==> src/rtl/line_draw_pkg.sv <==
// Shared types and screen constants for the line-drawing datapath.
package line_draw_pkg;

  localparam int unsigned X_W      = 9;
  localparam int unsigned Y_W      = 8;
  localparam int unsigned COLOUR_W = 3;
  localparam int unsigned SCREEN_W = 320;
  localparam int unsigned SCREEN_H = 240;

  typedef struct packed {
    logic [X_W-1:0]      x;
    logic [Y_W-1:0]      y;
    logic [COLOUR_W-1:0] colour;
  } pixel_t;

  // True when the pixel lies inside the visible screen area.
  function automatic logic in_screen(input pixel_t p);
    return (32'(p.x) < SCREEN_W) && (32'(p.y) < SCREEN_H);
  endfunction

endpackage

==> src/rtl/pixel_plot_queue_if.sv <==
// Pixel stream from the stepper plus the VGA adapter write port.
// master: stepper/adapter side; slave: the plot queue.
interface pixel_plot_queue_if;
  import line_draw_pkg::*;

  logic                in_valid;
  logic                in_ready;
  logic [X_W-1:0]      in_x;
  logic [Y_W-1:0]      in_y;
  logic [COLOUR_W-1:0] in_colour;
  logic                vga_busy;
  logic                vga_plot;
  logic [X_W-1:0]      vga_x;
  logic [Y_W-1:0]      vga_y;
  logic [COLOUR_W-1:0] vga_colour;

  modport master (
    output in_valid, in_x, in_y, in_colour, vga_busy,
    input  in_ready, vga_plot, vga_x, vga_y, vga_colour
  );

  modport slave (
    input  in_valid, in_x, in_y, in_colour, vga_busy,
    output in_ready, vga_plot, vga_x, vga_y, vga_colour
  );

endinterface

==> src/rtl/pixel_fifo_mem.sv <==
// DEPTH x pixel_t storage: one synchronous write port, one asynchronous read port.
// Contents are not reset; the occupancy level in the parent gates every read.
module pixel_fifo_mem
  import line_draw_pkg::*;
#(
  parameter int unsigned DEPTH = 16
) (
  input  logic                     clk,
  input  logic                     we,
  input  logic [$clog2(DEPTH)-1:0] waddr,
  input  pixel_t                   wdata,
  input  logic [$clog2(DEPTH)-1:0] raddr,
  output pixel_t                   rdata
);

  pixel_t mem [DEPTH];

  // Write port.
  always_ff @(posedge clk) begin
    if (we) mem[waddr] <= wdata;
  end

  assign rdata = mem[raddr];

endmodule

==> src/rtl/pixel_plot_queue.sv <==
// Buffers the Bresenham pixel stream and replays it to the VGA adapter as
// single-cycle plot strobes, absorbing adapter back-pressure.
// Optional feature macro: PIXEL_CLIP_EN -- off-screen pixels are accepted but
// not stored, and counted in drop_cnt (saturating).
module pixel_plot_queue
  import line_draw_pkg::*;
#(
  parameter int unsigned DEPTH = 16
) (
  input  logic                   clk,
  input  logic                   reset_n,
  pixel_plot_queue_if.slave      pif,
  output logic [$clog2(DEPTH):0] level,
  output logic                   idle,
  output logic [15:0]            drop_cnt
);

  localparam int unsigned PTR_W = $clog2(DEPTH);
  localparam int unsigned LVL_W = PTR_W + 1;

  logic [PTR_W-1:0] wr_ptr;
  logic [PTR_W-1:0] rd_ptr;
  logic             full;
  logic             push;
  logic             store;
  logic             pop;
  pixel_t           in_px;
  pixel_t           rd_px;
  logic             plot_q;
  pixel_t           out_q;

  assign in_px = '{x: pif.in_x, y: pif.in_y, colour: pif.in_colour};

  // Full blocks writes outright; a same-edge pop never frees a slot early.
  assign full         = (level == LVL_W'(DEPTH));
  assign pif.in_ready = !full;
  assign push         = pif.in_valid && !full;
  assign pop          = (level != '0) && !pif.vga_busy;

`ifdef PIXEL_CLIP_EN
  logic clip;
  assign clip  = push && !in_screen(in_px);
  assign store = push && !clip;
`else
  assign store = push;
`endif

  pixel_fifo_mem #(.DEPTH(DEPTH)) u_mem (
    .clk   (clk),
    .we    (store),
    .waddr (wr_ptr),
    .wdata (in_px),
    .raddr (rd_ptr),
    .rdata (rd_px)
  );

  // Pointers and occupancy; pointers wrap naturally at the power-of-two depth.
  always_ff @(posedge clk or negedge reset_n) begin
    if (!reset_n) begin
      wr_ptr <= '0;
      rd_ptr <= '0;
      level  <= '0;
    end else begin
      if (store) wr_ptr <= wr_ptr + PTR_W'(1);
      if (pop)   rd_ptr <= rd_ptr + PTR_W'(1);
      case ({store, pop})
        2'b10:   level <= level + LVL_W'(1);
        2'b01:   level <= level - LVL_W'(1);
        default: level <= level;
      endcase
    end
  end

  // Plot strobe lasts one cycle; coordinates hold between strobes.
  always_ff @(posedge clk or negedge reset_n) begin
    if (!reset_n) begin
      plot_q <= 1'b0;
      out_q  <= '0;
    end else begin
      plot_q <= pop;
      if (pop) out_q <= rd_px;
    end
  end

  assign pif.vga_plot   = plot_q;
  assign pif.vga_x      = out_q.x;
  assign pif.vga_y      = out_q.y;
  assign pif.vga_colour = out_q.colour;
  assign idle           = (level == '0) && !plot_q;

`ifdef PIXEL_CLIP_EN
  // Saturating count of clipped pixels.
  always_ff @(posedge clk or negedge reset_n) begin
    if (!reset_n)                    drop_cnt <= '0;
    else if (clip && drop_cnt != '1) drop_cnt <= drop_cnt + 16'(1);
  end
`else
  assign drop_cnt = '0;
`endif

endmodule
==> src/flat_wrapper.sv <==
// flat-port wrapper written by rule: the top's interface ports become plain ports
module pixel_plot_queue_flat import line_draw_pkg::*;
#(
  parameter int unsigned DEPTH = 16
)
  (clk, reset_n, level, idle, drop_cnt, pif_in_valid, pif_in_x, pif_in_y, pif_in_colour, pif_vga_busy, pif_in_ready, pif_vga_plot, pif_vga_x, pif_vga_y, pif_vga_colour);
  pixel_plot_queue_if pif_i ();
  input  logic clk;
  input  logic reset_n;
  output logic [$clog2(DEPTH):0] level;
  output logic idle;
  output logic [15:0] drop_cnt;
  input wire logic [$bits(pif_i.in_valid)-1:0] pif_in_valid;
  input wire logic [$bits(pif_i.in_x)-1:0] pif_in_x;
  input wire logic [$bits(pif_i.in_y)-1:0] pif_in_y;
  input wire logic [$bits(pif_i.in_colour)-1:0] pif_in_colour;
  input wire logic [$bits(pif_i.vga_busy)-1:0] pif_vga_busy;
  output wire logic [$bits(pif_i.in_ready)-1:0] pif_in_ready;
  output wire logic [$bits(pif_i.vga_plot)-1:0] pif_vga_plot;
  output wire logic [$bits(pif_i.vga_x)-1:0] pif_vga_x;
  output wire logic [$bits(pif_i.vga_y)-1:0] pif_vga_y;
  output wire logic [$bits(pif_i.vga_colour)-1:0] pif_vga_colour;
  assign pif_i.in_valid = pif_in_valid;
  assign pif_i.in_x = pif_in_x;
  assign pif_i.in_y = pif_in_y;
  assign pif_i.in_colour = pif_in_colour;
  assign pif_i.vga_busy = pif_vga_busy;
  assign pif_in_ready = pif_i.in_ready;
  assign pif_vga_plot = pif_i.vga_plot;
  assign pif_vga_x = pif_i.vga_x;
  assign pif_vga_y = pif_i.vga_y;
  assign pif_vga_colour = pif_i.vga_colour;
  pixel_plot_queue #(.DEPTH(DEPTH)) u_core (.clk(clk), .reset_n(reset_n), .pif(pif_i), .level(level), .idle(idle), .drop_cnt(drop_cnt));
endmodule
==> config.mk <==
export PLATFORM = sky130hd
export DESIGN_NAME = pixel_plot_queue_flat
export DESIGN_NICKNAME = d
export VERILOG_FILES = /design/src/rtl/line_draw_pkg.sv /design/src/rtl/pixel_plot_queue_if.sv /design/src/rtl/pixel_fifo_mem.sv /design/src/rtl/pixel_plot_queue.sv /design/src/flat_wrapper.sv
export SDC_FILE = /design/constraint.sdc
export NUM_CORES = 1
export LEC_CHECK = 0
export BUFFER_PORTS_ARGS = -buffer_cell sky130_fd_sc_hd__buf_2
export CAP_MARGIN = 20
export CORE_MARGIN = 2
export CORE_UTILIZATION = 55
export CTS_CLUSTER_DIAMETER = 40
export DETAILED_ROUTE_END_ITERATION = 6
export PLACE_DENSITY = 0.81
export SETUP_SLACK_MARGIN = 0.2
export SLEW_MARGIN = 5
export SYNTH_ARGS = -nofsm -noshare
export SYNTH_HDL_FRONTEND = slang
export SYNTH_SLANG_ARGS = --single-unit
export TNS_END_PERCENT = 5
==> constraint.sdc <==
create_clock -name clk -period 2.9 [get_ports clk]
set_input_delay 0.29 -clock clk [delete_from_list [all_inputs] [get_ports clk]]
set_output_delay 0.29 -clock clk [all_outputs]
set_load 0.005 [all_outputs]
# == After elaboration in Yosys (flattened, before gate mapping) ==
# Memories as Yosys holds them, arrays and structs flattened. A register that Yosys moved wholly into a read port is not among the register bits.
# Cells that the tools add are included.
# word_totals
ram_bits,320
mem_count,1
latchBits,0
elab_cells,25
in_bits,24
output_inout_bits,44
regBits,14
mem_bits_ro,0
# memory_table
memory,words,width,rd,rd_clocked_by_memory_dff,wr,line_no,text
u_core.u_mem.mem,16,20,1,1,1,pixel_fifo_mem.sv:16,pixel_t mem [DEPTH];
# op_classes
n_eq_ne,3
multipliers,0
magnitude_cmp,0
n_div,0
n_shift,0
n_mux,3
n_reduce_logical,10
n_addsub,4
n_bitwise,0
# ops
op,count
$pmux 5 s2,1
$add 4x1->4 const B,2
$add 5x1->5 const B,1
$eq 5x5->1 const B,1
$logic_not 5->1,1
$reduce_bool 5->1,1
$sub 5x1->5 const B,1
$logic_not 1->1,4
$logic_and 1x1->1,3
$eq 2x1->1 const B,1
$eq 2x2->1 const B,1
$mux 1,2
$reduce_bool 2->1,1

# == Longest topological paths before layout ==
# Gate-level depths: netlist of run 1.
# logic_depth
depth_word,5
mapped_depth,12
mapped_depth_nobuf,10

# == Cells and area by module ==
# A second synthesis of run 1 with hierarchy kept.
# unflattened
cells_unflattened,646
area_unflattened_um2,13912.1
# by_module_without_submodules
mod,n_inst,cells_each,seq_area_each_um2,area_each_um2
pixel_fifo_mem,1,513,9609.2,12130.4
pixel_plot_queue,1,133,850.8,1781.7

# == Worst setup path before layout of run 1 ==
# Ideal clock, no wire load.
# synth_timing
kind,register to register
start,register u_core.level[2]
end,"memory u_core.u_mem.mem[3][0] (netlist bit), enable pin"
required_time_ns,2.478
n_path_buf,1
period_less_slack_ns,2.922
arrival_ns,2.500
setup_slack_ns,-0.022
stages_incl_launch_ff,6
setup_ns,0.422
path_cell_list,dfrtp_1 -> buf_2 -> nor4_2 -> a21boi_2 -> nand2_1 -> nor3_1
# synth_between
elab_chain_cells,5
# synth_lines
item,line_no,text
start: declaration,pixel_plot_queue.sv:13,"output logic [$clog2(DEPTH):0] level,"
start signal: assignment,pixel_plot_queue.sv:67,2'b10: level <= level + LVL_W'(1);
start signal: assignment,pixel_plot_queue.sv:68,2'b01: level <= level - LVL_W'(1);
start signal: assignment,pixel_plot_queue.sv:69,default: level <= level;
$eq 5x5->1,pixel_plot_queue.sv:35,assign full = (level == LVL_W'(DEPTH));
$logic_not 1->1,pixel_plot_queue.sv:37,assign push = pif.in_valid && !full;
$logic_and 1x1->1,pixel_plot_queue.sv:37,
$mux 1,pixel_fifo_mem.sv:20,if (we) mem[waddr] <= wdata;
$mux 1 (not written as such),pixel_fifo_mem.sv:20,
end: declaration,pixel_fifo_mem.sv:16,
# No other way between the ends.

# == Worst setup path after layout of run 1 ==
# layout_timing
start,register u_core.level[3]
end,"memory u_core.u_mem.mem[11][2] (netlist bit), enable pin"
# Same word-level chain as after synthesis.

==> flow_summary.yaml, run 1 <==
sta:
  finalSetupViolCount: 0
  tightestPinTransition_ns: 0.955
  rsz0062_at_grt: "no"
  whs_ns: 0.137
  hold_viol_final: 0
  fin_ws_ns: 0.335
  fin_crit_ns: 2.57
  fmax_mhz: 390
  max_slew_margin: 0.364
  report.final.slew_viol_count: 0
  final.setup_skew_ns: 0.0221
  period_share: 0.885
power_and_ir_drop:
  ir_drop_uv: 428
  p_switching_mw: 4.64
  pwr-share-comb: 0.266
  pwr-share-seq: 0.442
  p_int_mw: 10.9
  netSwitchingFraction: 0.298
  p_leak_nw: 5.32
  powerDensity_mw_per_mm2: 978
  clkPwrFrac: 0.291
placement:
  place_area_mm2: 0.0146
  port_buffers: 51
  dp_hpwl_um: 17400
  place_ws_ns: -0.0880
  place.gp.congestion: 0.776
synth:
  netlist_area_mm2: 0.0139
  ys_types: 40
  synth_seq_cells: 354
  synth_top_family_by_area: "multiplexers"
  yosysTopAreaCell: "edfxtp_1"
  synthCells: 658
  ys.flop_type: "edfxtp_1"
  seq_area_frac_synth: 0.755
  yosys.area_share.simple: 0.0178
  synth_area_leaders: "edfxtp_1, mux4_2, dfrtp_1"
  synth_edf_count: 320
  synth_top_area_frac: 0.693
  synth_compound_gate_area_share: 0.0346
  syn_area_per_cell_um2: 21.1
  synth_fa_ha_area_frac: 0.00813
  yosysWarnings: 0
  synthArstFlopShare: 0.0960
  synth_mux_area_frac: 0.152
  synth_xor_area_frac: 0.00632
final_layout:
  final_area_mm2: 0.0159
  fillers: 1583
  nets: 787
  final_common_cell: "edfxtp_1"
  layout_common_cells: "edfxtp_1, mux4_2, buf_2"
  area_growth_pct: 14.7
  drive_gt1_frac: 0.342
  antenna_cells: 0
setup_path:
  cp-end-kind: "flip-flop"
  crit_type: "reg2reg"
  cp.arrival_ns: 2.79
  path_max_fanout: 13
  start_kind: "flip-flop"
  cp.required_ns: 3.12
outcome:
  status: "finished, final reports clean"
min_path:
  hold_class: "in2reg"
floorplan:
  die_h_um: 163
  core_mm2: 0.0250
  io_pins: 68
  rows: 58
  die_x_um: 163
  die-area_mm2: 0.0265
  start_util: 0.555
route:
  ant_nets: 0
  vias: 7091
  first_pass_iters: 5
  avgRoutedWirePerCell_um: 27.2
  drt_iter0_drc: 941
  drcViolationCount: 0
  postRouteWirelength_um: 30200
  viasPerCell: 6.38
cts:
  insertion_delay_ns: 0.52
  cts_root_buf: "clkbuf_16"
  cts_tree: "built"
  cts_sinks: 354
  clkTransAtPathRegs_ns: 0.06
  cts_buffer_depth: 3
  ctsHtreeMaxLevel: 2
  numCtsBuffers: 38
global_routing:
  grt_pass1_vias: 7310
  grtUsageTotal: 0.235
  gr-total-overflow: 0
  grt_max_degree: 47
  grt_pass1_wl_um: 45400
  antenna_found_initial: 0
flow_run:
  max_cap_viol_count: 0
power groups by stage:
stage / logic, mW / registers (mW) / clock network, mW
finish: 4.14 / 6.87 / 4.52
global route: 4.42 / 6.93 / 4.76
CTS: 4.12 / 6.88 / 4.57
detailed placement: 4.03 / 6.94 / 0
global placement: 3.86 / 6.88 / 0
floorplan: 3.04 / 6.58 / 0
metrics by stage:
step	setup TNS [ns]	instances	utilization	power (mW)
floorplan	0	673	-	9.62
global placement	0	1039	0.587	10.7
detailed placement	-0.0880	1039	0.587	11.0
CTS	0	1109	0.635	15.6
global route	0	1111	0.637	16.1
finish	0	1111	0.637	15.5
final timing paths:
kind	start	end	slack, ns	depth (start not counted)
max	u_core.level[3]	u_core.u_mem.mem[11][2]	0.33	6
min	pif_in_colour[1]	u_core.u_mem.mem[10][1]	0.14	1
max reg2reg	u_core.level[3]	u_core.u_mem.mem[11][2]	0.33	6
min reg2reg	u_core.pif.vga_x[5]	u_core.pif.vga_x[5]	0.58	2
max in group asynchronous	reset_n	u_core.rd_ptr[1]	1.74	2
min in group asynchronous	reset_n	u_core.pif.vga_x[5]	0.45	2
critical path: stages (launching register included):
cell	delay, ns
dfrtp_1	0.47
nor4_4	0.08
a21boi_2	0.17
buf_4	0.20
nand2_1	0.22
nor2_2	0.79
buf_4	0.33
registers in the layout, indices dropped and copies added (netlist names):
name and count:
u_core.u_mem.mem 320, u_core.pif.vga_x 9, u_core.pif.vga_y 8, u_core.level 5, u_core.rd_ptr 4, u_core.wr_ptr 4, u_core.pif.vga_colour 3, u_core.pif.vga_plot 1
area by class of cell:
| class | count | area (µm²) | share of cell area |
|---|---|---|---|
| sequential | 354 | 10500 | 0.659 |
| multi-input combinational | 260 | 3180 | 0.200 |
| clock buffer | 45 | 997 | 0.0628 |
| timing repair buffer | 94 | 634 | 0.0399 |
| tap | 330 | 413 | 0.0260 |
| clock inverter | 22 | 181 | 0.0114 |
| inverter | 6 | 22.5 | 0.00142 |
synth_stat cells, types with 5 or more instances:
library cell    n
clkbuf_1       15
buf_6           8
dfrtp_1        34
o22ai_1        37
ha_1            9
mux2_2         22
buf_4          18
nor2_1         15
a21oi_1        23
nor3_1          5
xnor2_1         6
mux4_2         65
inv_1           6
edfxtp_1      320
buf_2          10
mux4_1         15
nand2_1        11
cells by family (layout without fill, tap and decap cells):
logic type | after synthesis | in the layout
AND/OR/NAND/NOR | 48 | 48
AO/OA/AOI/OAI | 75 | 75
buffers and inverters | 59 | 167
multiplexers | 102 | 102
adder cells (fa/ha/maj) | 9 | 9
XOR/XNOR | 10 | 10
flip-flops | 354 | 354
other | 1 | 16
routing by layer:
layer / up-vias / global-route usage / wire length (µm)
met5: - / 0 / 0
met4: 0 / 0.0853 / 939
met3: 81 / 0.0334 / 2300
met2: 412 / 0.392 / 15400
met1: 3704 / 0.321 / 11600
li1: 2894 / - / -
what timing repair did:
action,CTS,global route
setup endpoints to repair,2,9
hold buffers,1,0
pin swaps,1,2
hold endpoints to repair,34,0
buffers inserted,2,2
gates resized for setup,2,5
No activity file was read; power rests on OpenSTA's default activity.
==> inputs of run 2 (changes only) <==
Clock period 2.9 ns to 2.24 ns, I/O delays scaled along.
==> run 2 against run 1 <==
Against the previous run: the flow now finishes with violations (setup timing); non-clock buffer count rose by 23; die area did not move; sequential share of layout area fell by 2.6 points; clock skew fell by 0.0064 ns; power rose by 36%; first-iteration DRC count fell by 0.43%; combinational power rose by 55%; routed wire length rose by 7.2%; register-to-register slack got worse by 0.39 ns; via count rose by 3.5%; final area rose by 4.1%.
==> flow_summary.yaml, run 2 (synthesis gave the netlist of run 1 again) <==
global_routing:
  gr-usage-met2: 0.387
  grtUsageTotal: 0.243
  antenna_found_initial: 2
  top_usage_layer: "met2"
  grt_use_met1: 0.324
  grt_max_degree: 46
  met3_usage: 0.0570
  grt_pass1_wl_um: 46900
  gr-total-overflow: 0
  grt_pass1_vias: 7493
sta:
  whs_ns: 0.0708
  finalSetupViolCount: 1
  tightestPinTransition_ns: 0.863
  period_share: 1.03
  rsz0062_at_grt: "yes"
  report.final.slew_viol_count: 0
  fin_ws_ns: -0.0573
  max_slew_margin: 0.424
  final.setup_skew_ns: 0.0158
  hold_viol_final: 0
  fin_crit_ns: 2.30
  fmax_mhz: 435
setup_path:
  cp.required_ns: 2.65
  worst_r2r_path_depth: 10
  r2r_end: "u_core.level[4]"
  start_kind: "flip-flop"
  path_max_fanout: 4
  cp.arrival_ns: 2.71
  cpPeakStageDelay_ns: 0.42
  r2r-start: "u_core.level[0]"
  cp-end-kind: "flip-flop"
  crit_slowest_cell: "dfrtp_2"
  crit_type: "reg2reg"
  ff2ff_setup_slack_ns: -0.06
  crit_chain: "nor4_4, buf_4, a21oi_4, ha_4, xor2_1, ha_2, o211a_1, o21ai_2, o41ai_2, nor4b_2"
route:
  vias: 7336
  drt_iter0_drc: 937
  ant_nets: 0
  drcViolationCount: 0
  avgRoutedWirePerCell_um: 28.6
  postRouteWirelength_um: 32400
  first_pass_iters: 5
  viasPerCell: 6.46
placement:
  place.gp.congestion: 0.898
  port_buffers: 51
  place_inst: 1042
  dp_hpwl_um: 17300
power_and_ir_drop:
  clkPwrFrac: 0.286
  pwr-share-comb: 0.305
  powerDensity_mw_per_mm2: 1270
  p_int_mw: 14.7
  ir_drop_uv: 817
  power_mw: 21.1
  p_leak_nw: 5.56
  pwr-share-seq: 0.409
  p_switching_mw: 6.44
  netSwitchingFraction: 0.305
floorplan:
  rows: 58
  core_mm2: 0.0250
  die_x_um: 163
  die_h_um: 163
  start_util: 0.555
  io_pins: 68
  die-area_mm2: 0.0265
cts:
  cts_buffer_depth: 3
  cts_tree: "built"
  ctsHtreeMaxLevel: 2
  clkTransAtPathRegs_ns: 0.07
  numCtsBuffers: 37
  insertion_delay_ns: 0.53
  cts_root_buf: "clkbuf_16"
  cts_sinks: 354
min_path:
  hold_depth: 1
  min_from: "pif_in_x[5]"
  min_to: "u_core.u_mem.mem[3][16]"
  hold_class: "in2reg"
final_layout:
  drive_gt1_frac: 0.386
  area_growth_pct: 19.4
  layout_common_cells: "edfxtp_1, mux4_2, buf_2"
  nets: 809
  largest_reg_flops: 320
  final_common_cell: "edfxtp_1"
  stdcell_count: 1135
  fillers: 1442
  top_register: "u_core.u_mem.mem"
  antenna_cells: 0
outcome:
  status: "finished, violations left"
  failed_checks: "setup timing"
flow_run:
  max_cap_viol_count: 0
-- run 2: cell types whose count changed in the layout (fill, tap and decap cells not counted), sizes merged --
cell,previous run,this run
clkinv,13,17
bufinv,1,2
inv,11,10
clkinvlp,3,1
buf,93,116
clkbuf,45,44
-- run 2: timing repair --
item,in CTS,in global routing
setup endpoints to repair,225,257
buffers inserted,13,11
hold endpoints to repair,25,0
pin swaps,13,20
resized for setup,30,31
hold buffers,1,0
-- run 2: worst max-delay path by stage --
stage | from | end | slack (ns) | cells after the start
after floorplan | u_core.level[2] | u_core.level[4] | -0.22 | 12
after global placement | u_core.level[0] | u_core.level[4] | -0.008 | 10
after detailed placement | u_core.level[0] | u_core.level[4] | -0.04 | 10
after CTS | u_core.level[1] | u_core.level[4] | -0.06 | 10
after global routing | u_core.level[0] | u_core.level[4] | -0.14 | 10
final | u_core.level[0] | u_core.level[4] | -0.06 | 10
-- run 2: through the flow --
step	setup WS (ns)	setup TNS, ns	cell area [µm²]	utilization
2_1_floorplan	-0.217	-17.37	14000	-
3_3_place_gp	-0.00784	-0.00784	14900	0.595
3_5_place_dp	-0.0407	-0.0407	14900	0.595
4_1_cts	-0.0628	-0.0719	16300	0.653
5_1_grt	-0.136	-0.224	16500	0.663
6_report	-0.0573	-0.0573	16500	0.663
-- run 2: layout make-up --
cell class                      count  area [µm²]  share of cell area
Timing Repair Buffer              117        1040              0.0626
Inverter                            6        22.5             0.00136
Multi-Input combinational cell    260        3390               0.205
Sequential cell                   354       10500               0.633
Clock inverter                     24         211              0.0128
Clock buffer                       44        1000              0.0607
Tap cell                          330         413              0.0250
-- run 2: power by group through the flow --
stage / Combinational [mW] / Clock (mW) / Sequential [mW]
after floorplan: 4.01 / 0 / 8.52
after global placement: 5.53 / 0 / 8.64
after detailed placement: 5.69 / 0 / 8.70
after CTS: 6.05 / 6.07 / 8.59
after global routing: 6.76 / 6.33 / 8.68
final: 6.43 / 6.03 / 8.63
-- run 2: critical path: cells and delay by family (launching register included) --
| kind | cells | cell delay [ns] |
|---|---|---|
| AND/OR/NAND/NOR | 2 | 0.53 |
| flip-flops | 1 | 0.42 |
| XOR/XNOR | 1 | 0.14 |
| buffers and inverters | 1 | 0.19 |
| adder cells (fa/ha/maj) | 2 | 0.38 |
| AO/OA/AOI/OAI | 4 | 0.53 |
-- run 2: per-layer routing --
layer  wire length (µm)  share of wire
met5                 10        0.00031
met1              11800           0.37
met3               3090          0.095
met4               1440          0.044
met2              16000           0.49
==> inputs of run 3 (changes only) <==
Settings changed: CELL_PAD_IN_SITES_DETAIL_PLACEMENT from default to 1, CELL_PAD_IN_SITES_GLOBAL_PLACEMENT from default to 2, CORE_UTILIZATION 55 to 43, PLACE_DENSITY 0.81 to 0.8.
==> run 3 against run 2 <==
Against the previous run: die area grew 27%; clock power grew 12%; the flow still finishes with violations (setup timing); largest power group unchanged; register-to-register slack gained 0.04 ns; combinational power shrank 7.3%; non-clock buffer count shrank 26; via count shrank 7.9%; global-route usage shrank 4.9 points; final cell count grew 4.8%.
==> flow_summary.yaml, run 3 (synthesis gave the netlist of run 1 again) <==
final_layout:
  drive_gt1_frac: 0.374
  largest_reg_flops: 320
  top_register: "u_core.u_mem.mem"
  layout_common_cells: "edfxtp_1, mux4_2, buf_2"
  regArea_mm2: 0.0105
  stdcell_count: 1190
  fillers: 2759
  area_growth_pct: 18.9
  utilization: 0.521
  final_common_cell: "edfxtp_1"
  multi_input_area_mm2: 0.00330
  nets: 788
  final_area_mm2: 0.0165
  antenna_cells: 0
global_routing:
  antenna_found_initial: 0
  grt_max_degree: 50
  grt_pass1_vias: 7621
  grtUsageTotal: 0.194
  gr-total-overflow: 0
  grt_pass1_wl_um: 47500
route:
  viasPerCell: 5.68
  drt_iter0_drc: 490
  postRouteWirelength_um: 31900
  ant_nets: 0
  first_pass_iters: 4
  avgRoutedWirePerCell_um: 26.8
  drcViolationCount: 0
  vias: 6757
flow_run:
  max_cap_viol_count: 0
outcome:
  failed_checks: "setup timing"
  status: "finished, violations left"
setup_path:
  r2r_end: "u_core.level[4]"
  cp-end-kind: "flip-flop"
  r2r-start: "u_core.level[1]"
  crit_start: "u_core.level[1]"
  path_max_fanout: 5
  ff2ff_setup_slack_ns: -0.02
  worst_r2r_path_depth: 10
  cp.arrival_ns: 2.69
  crit_type: "reg2reg"
  endpoint: "u_core.level[4]"
  cp.required_ns: 2.67
  start_kind: "flip-flop"
floorplan:
  die_h_um: 184
  rows: 65
  start_util: 0.438
  die_x_um: 184
  die-area_mm2: 0.0337
  io_pins: 68
  core_mm2: 0.0316
power_and_ir_drop:
  p_int_mw: 15.0
  powerDensity_mw_per_mm2: 1290
  p_switching_mw: 6.27
  clkPwrFrac: 0.316
  netSwitchingFraction: 0.294
  p_leak_nw: 5.48
  ir_drop_uv: 806
  pwr-share-seq: 0.405
  pwr-share-comb: 0.280
placement:
  place_inst: 1108
  place.gp.congestion: 0.730
  dp_hpwl_um: 17600
  port_buffers: 51
  place_area_mm2: 0.0148
cts:
  cts_buffer_depth: 3
  ctsHtreeMaxLevel: 2
  cts_root_buf: "clkbuf_16"
  insertion_delay_ns: 0.53
  cts_tree: "built"
  numCtsBuffers: 42
  cts_sinks: 354
  clkTransAtPathRegs_ns: 0.06
sta:
  finalSetupViolCount: 1
  tightestPinTransition_ns: 0.773
  fin_ws_ns: -0.0178
  fin_crit_ns: 2.26
  hold_viol_final: 0
  fmax_mhz: 443
  final.setup_skew_ns: 0.00887
  report.final.slew_viol_count: 0
  rsz0062_at_grt: "yes"
  max_slew_margin: 0.484
  period_share: 1.01
min_path:
  hold_class: "in2reg"
==> run 3: cell types whose count changed in the layout (fill, tap and decap cells not counted), sizes merged <==
cell      before  now
buf          116   89
clkbuf        44   54
clkinv        17   11
inv           10   14
bufinv         2    3
clkinvlp       1    2
==> run 3: repair_timing <==
item,in CTS,in global routing
setup buffers,1,3
hold endpoints to repair,26,0
pin swaps,4,8
hold buffers,1,0
gates resized for setup,15,42
setup endpoints to repair,37,300
==> run 3: layout make-up <==
class,count,share of cell area
Inverter,6,0.00137
Multi-Input combinational cell,260,0.200
Timing Repair Buffer,91,0.0479
Clock inverter,24,0.0152
Clock buffer,53,0.0694
Sequential cell,354,0.635
Tap cell,402,0.0305
==> run 3: how the worst min path moves through the flow <==
| stage | start | endpoint | slack (ns) | cells after the start |
|---|---|---|---|---|
| 2_1_floorplan | reset_n | u_core.level[0] | -0.07 | 0 |
| 3_3_place_gp | reset_n | u_core.level[2] | 0.33 | 1 |
| 3_5_place_dp | reset_n | u_core.level[3] | 0.33 | 1 |
| 4_1_cts | pif_in_x[0] | u_core.u_mem.mem[0][11] | 0.05 | 1 |
| 5_1_grt | pif_in_x[0] | u_core.u_mem.mem[5][11] | 0.06 | 1 |
| 6_report | pif_in_x[0] | u_core.u_mem.mem[13][11] | 0.07 | 1 |
==> run 3: critical path: stages, from the launching register on <==
cell,delay [ns]
dfrtp_1,0.41
nor4_4,0.27
buf_4,0.18
a21oi_4,0.07
ha_4,0.19
xor2_2,0.15
ha_2,0.21
nor2b_2,0.17
o21ai_2,0.19
a21oi_2,0.08
nor4b_2,0.24
==> run 3: metrics by stage <==
step           worst slack, ns  setup TNS [ns]  power (mW)  hold WS (ns)
3_5_place_dp            -0.123          -0.123        14.5         0.332
4_1_cts               -0.00523        -0.00523        21.3        0.0457
2_1_floorplan           -0.217          -17.37        12.5       -0.0716
3_3_place_gp            0.0149               0        14.2         0.330
5_1_grt                 -0.175          -0.185        22.2        0.0605
6_report               -0.0178         -0.0178        21.3        0.0687
==> run 3: layer usage <==
| metal | GRT usage | vias up | wire, µm |
|---|---|---|---|
| met5 | 0 | - | 0 |
| met4 | 0.0685 | 0 | 836 |
| met3 | 0.0406 | 63 | 1560 |
| met2 | 0.340 | 211 | 16600 |
| met1 | 0.240 | 3579 | 12900 |
| li1 | - | 2904 | - |
==> run 3: power by group through the flow <==
stage	clock, mW	combinational [mW]	sequential (mW)
finish	6.73	5.96	8.63
global route	7.12	6.40	8.70
CTS	6.85	5.84	8.63
detailed placement	0	5.72	8.75
global placement	0	5.51	8.68
floorplan	0	4.01	8.52
